**src/rtl/servo_pkg.sv**
```systemverilog
// Shared state encoding, derived-constant helpers and parameter sanity checks
// for the hobby-servo PWM generator.
package servo_pkg;

    typedef enum logic [1:0] {
        ST_OFF  = 2'd0,
        ST_HIGH = 2'd1,
        ST_LOW  = 2'd2
    } state_t;

    // Clock cycles per microsecond.
    function automatic int calc_div(input int clk_freq_hz);
        return clk_freq_hz / 1_000_000;
    endfunction

    function automatic int calc_span(input int min_pulse_us, input int max_pulse_us);
        return max_pulse_us - min_pulse_us;
    endfunction

    // Register width able to hold 0..n-1, never narrower than one bit.
    function automatic int cnt_width(input int n);
        return (n > 1) ? $clog2(n) : 1;
    endfunction

    function automatic int width_bits(input int max_pulse_us);
        return $clog2(max_pulse_us + 1);
    endfunction

    // A zero minimum pulse would make the end-of-pulse compare wrap.
    function automatic bit params_ok(
        input int clk_freq_hz,
        input int pos_width,
        input int period_us,
        input int min_pulse_us,
        input int max_pulse_us
    );
        return (clk_freq_hz >= 1_000_000)
            && ((clk_freq_hz % 1_000_000) == 0)
            && (pos_width > 0)
            && (min_pulse_us > 0)
            && (min_pulse_us < max_pulse_us)
            && (max_pulse_us < period_us);
    endfunction

endpackage

```
**src/rtl/us_tick_gen.sv**
```systemverilog
// Microsecond prescaler: one-cycle tick every DIV clocks. Resets to the last
// count so the very first cycle after reset is already a tick.
module us_tick_gen
    import servo_pkg::*;
#(
    parameter int DIV = 25
) (
    input  logic clk_i,
    input  logic rst_i,
    output logic tick_o
);

    localparam int PW = cnt_width(DIV);
    localparam logic [PW-1:0] PRESC_LAST = PW'(DIV - 1);

    logic [PW-1:0] presc;

    always_ff @(posedge clk_i) begin
        if (rst_i) begin
            presc <= PRESC_LAST;
        end else if (presc == PRESC_LAST) begin
            presc <= '0;
        end else begin
            presc <= presc + 1'b1;
        end
    end

    assign tick_o = (presc == PRESC_LAST);

endmodule

```
**src/rtl/servo_pwm.sv**
```systemverilog
// 50 Hz servo PWM generator. Position and enable are captured only at period
// boundaries so a pulse is never truncated or stretched mid-flight.
module servo_pwm
    import servo_pkg::*;
#(
    parameter int CLK_FREQ_HZ  = 25_000_000,
    parameter int POS_WIDTH    = 8,
    parameter int PERIOD_US    = 20_000,
    parameter int MIN_PULSE_US = 1000,
    parameter int MAX_PULSE_US = 2000
) (
    input  logic                                  clk_i,
    input  logic                                  rst_i,
    input  logic [POS_WIDTH-1:0]                  pos_i,
    input  logic                                  enable_i,
    output logic                                  pwm_o,
    output logic                                  period_start_o,
    output logic [$clog2(MAX_PULSE_US+1)-1:0]     width_us_o
);

    localparam int DIV      = calc_div(CLK_FREQ_HZ);
    localparam int SPAN     = calc_span(MIN_PULSE_US, MAX_PULSE_US);
    localparam int US_CNT_W = cnt_width(PERIOD_US);
    localparam int WIDTH_W  = width_bits(MAX_PULSE_US);
    localparam int SPAN_W   = $clog2(SPAN + 1);
    localparam int PROD_W   = POS_WIDTH + SPAN_W;

    localparam logic [US_CNT_W-1:0] US_LAST = US_CNT_W'(PERIOD_US - 1);
    localparam logic [WIDTH_W-1:0]  MIN_W   = WIDTH_W'(MIN_PULSE_US);
    localparam logic [PROD_W-1:0]   SPAN_P  = PROD_W'(SPAN);

    generate
        if (!params_ok(CLK_FREQ_HZ, POS_WIDTH, PERIOD_US, MIN_PULSE_US, MAX_PULSE_US)) begin : g_bad_params
            $error("servo_pwm: inconsistent parameter set");
        end
    endgenerate

    logic                tick;
    logic                pb;
    logic [US_CNT_W-1:0] us_cnt;
    logic [US_CNT_W-1:0] pulse_last;
    logic [PROD_W-1:0]   prod;
    logic [WIDTH_W-1:0]  width_d;
    logic [WIDTH_W-1:0]  width_q;
    logic                pwm_q;
    state_t              state_q;
    state_t              state_d;

    us_tick_gen #(
        .DIV(DIV)
    ) u_tick (
        .clk_i (clk_i),
        .rst_i (rst_i),
        .tick_o(tick)
    );

    // The prescaler wraps on the same tick, so presc and us_cnt restart together.
    always_ff @(posedge clk_i) begin
        if (rst_i) begin
            us_cnt <= US_LAST;
        end else if (tick) begin
            us_cnt <= (us_cnt == US_LAST) ? '0 : us_cnt + 1'b1;
        end
    end

    assign pb = tick && (us_cnt == US_LAST);

    // Full-width product; the shifted result is at most SPAN-1, so it fits WIDTH_W.
    always_comb begin
        prod    = PROD_W'(pos_i) * SPAN_P;
        width_d = MIN_W + WIDTH_W'(prod >> POS_WIDTH);
    end

    always_ff @(posedge clk_i) begin
        if (rst_i) begin
            width_q <= MIN_W;
        end else if (pb) begin
            width_q <= width_d;
        end
    end

    assign pulse_last = US_CNT_W'(width_q - 1'b1);

    always_ff @(posedge clk_i) begin
        if (rst_i) begin
            state_q <= ST_OFF;
            pwm_q   <= 1'b0;
        end else begin
            state_q <= state_d;
            pwm_q   <= (state_d == ST_HIGH);
        end
    end

    always_comb begin
        state_d = state_q;
        if (pb) begin
            state_d = enable_i ? ST_HIGH : ST_OFF;
        end else begin
            case (state_q)
                ST_HIGH: begin
                    if (tick && (us_cnt == pulse_last)) begin
                        state_d = ST_LOW;
                    end
                end
                ST_LOW:  state_d = ST_LOW;
                ST_OFF:  state_d = ST_OFF;
                default: state_d = ST_OFF;
            endcase
        end
    end

    assign pwm_o          = pwm_q;
    assign period_start_o = pb && !rst_i;
    assign width_us_o     = width_q;

endmodule

```
**config.mk**
```make
export PLATFORM = sky130hd
export DESIGN_NAME = servo_pwm
export DESIGN_NICKNAME = d
export VERILOG_FILES = /design/src/rtl/servo_pkg.sv /design/src/rtl/us_tick_gen.sv /design/src/rtl/servo_pwm.sv
export SDC_FILE = /design/constraint.sdc
export NUM_CORES = 1
export LEC_CHECK = 0
export CAP_MARGIN = 40
export CORE_UTILIZATION = 65
export CTS_CLUSTER_SIZE = 24
export DETAILED_ROUTE_END_ITERATION = 8
export PLACE_DENSITY = 0.87
export RECOVER_POWER = 25
export SYNTH_ARGS = -nofsm -noshare
export SYNTH_HDL_FRONTEND = slang
export SYNTH_SLANG_ARGS = --single-unit
```
**constraint.sdc**
```tcl
create_clock -name clk_i -period 15.2 [get_ports clk_i]
set_input_delay 3.04 -clock clk_i [delete_from_list [all_inputs] [get_ports clk_i]]
set_output_delay 3.04 -clock clk_i [all_outputs]
set_load 0.1 [all_outputs]
```
---- Yosys cells after proc, flatten, opt, wreduce, memory -nomap -nowiden ----
Cells that the tools add are included.
storage, ports and cells
  bits in registers ....................... 34
  input bits .............................. 11
  word-level logic and storage cells ...... 28
operators by class
  add/sub/neg operators ................... 4
  multipliers ............................. 1
  equality and inequality tests ........... 6
  multiplexer cells ....................... 6
  reductions and logical operators ........ 5
operators with widths
  kind                                                number
  adder 15 x 1 -> 15 bit, second input constant       1
  == test 15 bit                                      1
  == test 15 bit, second input constant               1
  multiplier 8 x 7 -> 15 bit, second input constant   1
  2-to-1 mux 15 bit                                   1
  subtractor 11 x 1 -> 12 bit, second input constant  1
  adder 10 x 10 -> 11 bit, first input constant       1
  adder 5 x 1 -> 5 bit, second input constant         1
  == test 5 bit, second input constant                1
  2-to-1 mux 5 bit                                    1
  == test 2 x 1 -> 1 bit, second input constant       2
  2-to-1 mux 2 bit                                    2
  case mux 2 bit (2 select lines)                     1
  logical AND 1 bit                                   3
  == test 2 bit, second input constant                1
  OR reduction 2 bit                                  1
  zero test 1 bit                                     1
  2-to-1 mux 1 bit                                    1

---- Logic depth before layout (Yosys ltp) ----
  word-level depth ........................ 7
  depth in mapped cells ................... 17

---- Modules after synthesis ----
A second synthesis with hierarchy kept.
unflattened totals
  cell total of the unflattened synthesis .. 362
  area total of the unflattened synthesis .. 3,248.1 um^2
by module, submodules not included
  module       times used  cells each  area an instance (um^2)  sequential area each (um^2)
  servo_pwm    1           339         2,995.4                  580.6
  us_tick_gen  1           23          252.7                    100.1

---- Worst setup path before layout ----
No wires, ideal clock.
  kind .................................... input to output
  from .................................... in rst_i
  to ...................................... out period_start_o
  data arrival time ....................... 4,533 ps
  data required time ...................... 12,160 ps
  slack ................................... 7,627 ps
  stages .................................. 2
  path buffers ............................ 1
  cells stage by stage .................... clkbuf_1 > nor2_1
between the ends
  longest elaborated chain between the ends .. 2
RTL lines
  what               line              RTL
  from (decl)        servo_pwm.sv:13   input logic rst_i,
  zero test 1 bit    servo_pwm.sv:113  assign period_start_o = pb && !rst_i;
  logical AND 1 bit  servo_pwm.sv:113
  to (decl)          servo_pwm.sv:17   output logic period_start_o,
Every way passes these cells.

---- Final worst setup path ----
Ends and elaborated chain as after synthesis.

==> flow_summary_export.csv <==
group,metric,value,unit
outcome,outcome,"complete, no violations",
floorplan,start_util,69.8,%
final_layout,net_count_of_the_finished_layout,489,
timing,finalHoldViolCount,0,
global_routing,grt_pass1_wl,13.4,mm
synth,portion_of_synthesized_cell_area_occupied_by_the_leading_cell_type,20.0,%
timing,period_share,55.5,%
power_and_ir_drop,cellLeakagePower,1.71,nW
clock_tree,cts.repair.resized,0,
timing,tightest_slew,757,ps
timing,slew_headroom,49.5,%
drt,via_per_inst,5.99,
synth,library_cell_with_the_highest_instance_count_after_synthesis,"inv_1",
timing,max_slew_violation_count,0,
drt,antenna_left,0,
clock_tree,clock_latency,290,ps
clock_tree,cts_tree,"yes",
placement,placed_cells,475,
drt,routed_wirelength,7.73,mm
final_layout,diodes,0,
drt,detail_route.first_pass.iterations,4,
drt,avgRoutedWirePerCell,16.0,µm
setup_path,r2r_start,"width_us_o[0]$_SDFFE_PP0P_",
synth,synth_nets,454,
setup_path,r2r.worst_path.cells,9,
global_routing,grt_max_degree,17,
setup_path,r2r_setup_slack,12790,ps
synth,synth_top_cells_by_count,"45 x inv_1, 43 x ha_1, 34 x dfxtp_1",
clock_tree,cts_max_path_buffers,2,
synth,synth_seq_cells,34,
global_routing,globalRoute.busiestLayer,"met2",
synth,synth-seq-area-share,20.0,%
global_routing,grt_overflow_total,0,
timing,final_setup_viols,0,
global_routing,grtUsageTotal,31.6,%
power_and_ir_drop,power_per_cell_area,230,nW/µm²
timing,timing.final.crit_period,8440,ps
floorplan,area_of_the_die,5540,µm²
clock_tree,clock_tree_root,"clkbuf_8",
clock_tree,post_cts.repair.setup_buffers,0,
floorplan,ios,24,
drt,drc,0,
drt,first_iter_violations,143,
timing,finClkSkew,4.91,ps
setup_path,timing_worst_setup_path_type,"in2out",
global_routing,groute.layer.met2.usage,51.6,%
drt,routed-via-count,2892,
setup_path,timing.critical_path.fanout_max,16,
synth,syn_inst,380,
floorplan,placementRows,25,
floorplan,die_w,74.4,µm
flow_run,timing.max_cap.violations,0,
hold_path,worst_hold_path.endpoint,"u_tick.presc[0]$_SDFF_PP0_",
setup_path,critPathCaptureType,"output port",
global_routing,antenna_found_initial,0,
final_layout,multi_input_area,2510,µm²
timing,clock.fmax,119,MHz
synth,synth_enable_flop_cells,0,
synth,yosysUniqueCellTypes,59,
synth,netlist_top_cells_area,"dfxtp_1 20%, ha_1 16%, fa_1 12%",
floorplan,die-height,74.4,µm
placement,gp_routability_congestion,0.849,
final_layout,syn_to_final_growth,17.0,%
timing,grt_setup_unrepaired,"no",
setup_path,start_kind,"input port",
placement,dp_hpwl,5.83,mm
clock_tree,clock_sink_count,34,
timing,tns,0,ps
global_routing,grtUsageMet1,41.9,%
synth,ys.warnings.count,0,
synth,avgSynthCellArea,8.97,µm²
clock_tree,ctsHoldBuffers,0,
clock_tree,cts-buffers-inserted,5,
synth,dominantRegCellSynth,"dfxtp_1",
floorplan,design.core.area,4880,µm²
global_routing,grt_pass1_vias,2980,
synth,syn_area,3410,µm²
clock_tree,clk_pin_slew_worst_paths,70,ps
hold_path,worst_hold_path_type,"reg2reg",
final_layout,final_layout_size_suffix_gt1_share,10.1,%
final_layout,layout.core_utilization,81.7,%
final_layout,regArea,681,µm²
power_and_ir_drop,ir_worst_vdd,0.000189,V
hold_path,worstHoldPathCells,1,
placement,placement.io_buffers,23,
hold_path,hp-start,"u_tick.presc[0]$_SDFF_PP0_",
clock_tree,htree_levels,2,
final_layout,fillerInstances,308,
final_layout,stdcell_count,483,
timing,hold_ws,513,ps
setup_path,critPathRequiredTime,12160,ps
setup_path,arr_time_crit_path,5400,ps
synth,asyncSetResetFlopFracSynth,0,%
setup_path,r2r_end,"state_q[0]$_SDFF_PP0_",
synth,synth_area_leader_cell,"dfxtp_1",
global_routing,grt_use_met3,5.28,%
cell families after synthesis:
kind of cell               Yosys count  synth area share, %
AOI/OAI and AO/OA                   70                 16.0
xor gates and xnor gates            43                 11.3
adders and majority gates           63                 27.5
buffers and inverters               54                 6.28
DFF                                 34                 20.0
muxes                                1                0.294
and+or+nand+nor                    115                 18.7
metal layers:
| metal | vias to the layer above | part of all wire, % |
|---|---|---|
| li1 | 1382 | - |
| met4 | 0 | 2.1 |
| met2 | 92 | 48 |
| met5 | - | 0 |
| met1 | 1397 | 45 |
| met3 | 21 | 5.5 |
metrics by stage:
step	setup WS, ps	power, mW	cell area (µm²)
global placement	6680	0.756	3680
detailed placement	7210	0.816	3890
global route	6620	0.984	3990
CTS	7230	0.906	4000
finish	6760	0.915	3990
floorplan	7630	0.660	3410
power breakdown:
group          leakage, nW  switching (mW)  internal, mW
logic                 1.38           0.397         0.276
registers            0.278          0.0440         0.119
clock network       0.0575          0.0341        0.0458
cell usage in the layout (no fill, tap or decap), drive strengths merged, types with 10 or more instances in the layout:
cell type,count
a21oi,22
buf,13
clkdlybuf4s50,22
dfxtp,34
fa,20
ha,43
inv,45
nand2,21
nand3,10
nand4,10
nor2,32
xnor2,26
xor2,17
final cells by class:
| class | count | area share, % |
|---|---|---|
| Inverter | 45 | 4.24 |
| Multi-Input combinational cell | 292 | 63.0 |
| Sequential cell | 34 | 17.1 |
| Tap cell | 67 | 2.10 |
| Timing Repair Buffer | 37 | 10.8 |
| Clock buffer | 8 | 2.76 |
worst max-delay path: stages:
cell and delay [ps]:
dlygate4sd3_1 860, clkbuf_1 630, nor2_1 160, clkdlybuf4s50_1 510, buf_8 190
worst max-delay path by stage:
stage	startpoint	to	cells after the start
6_report	rst_i	period_start_o	5
3_5_place_dp	pos_i[2]	width_us_o[5]$_SDFFE_PP1P_	18
4_1_cts	rst_i	period_start_o	5
5_1_grt	rst_i	period_start_o	5
3_3_place_gp	rst_i	period_start_o	3
2_1_floorplan	rst_i	period_start_o	2
flip-flops by register name, summed over array words and instances (netlist names):
signal / flops
pwm_o: 1
state_q: 2
u_tick.presc: 5
us_cnt: 15
width_us_o: 11
(Power assumes the default switching activity.)
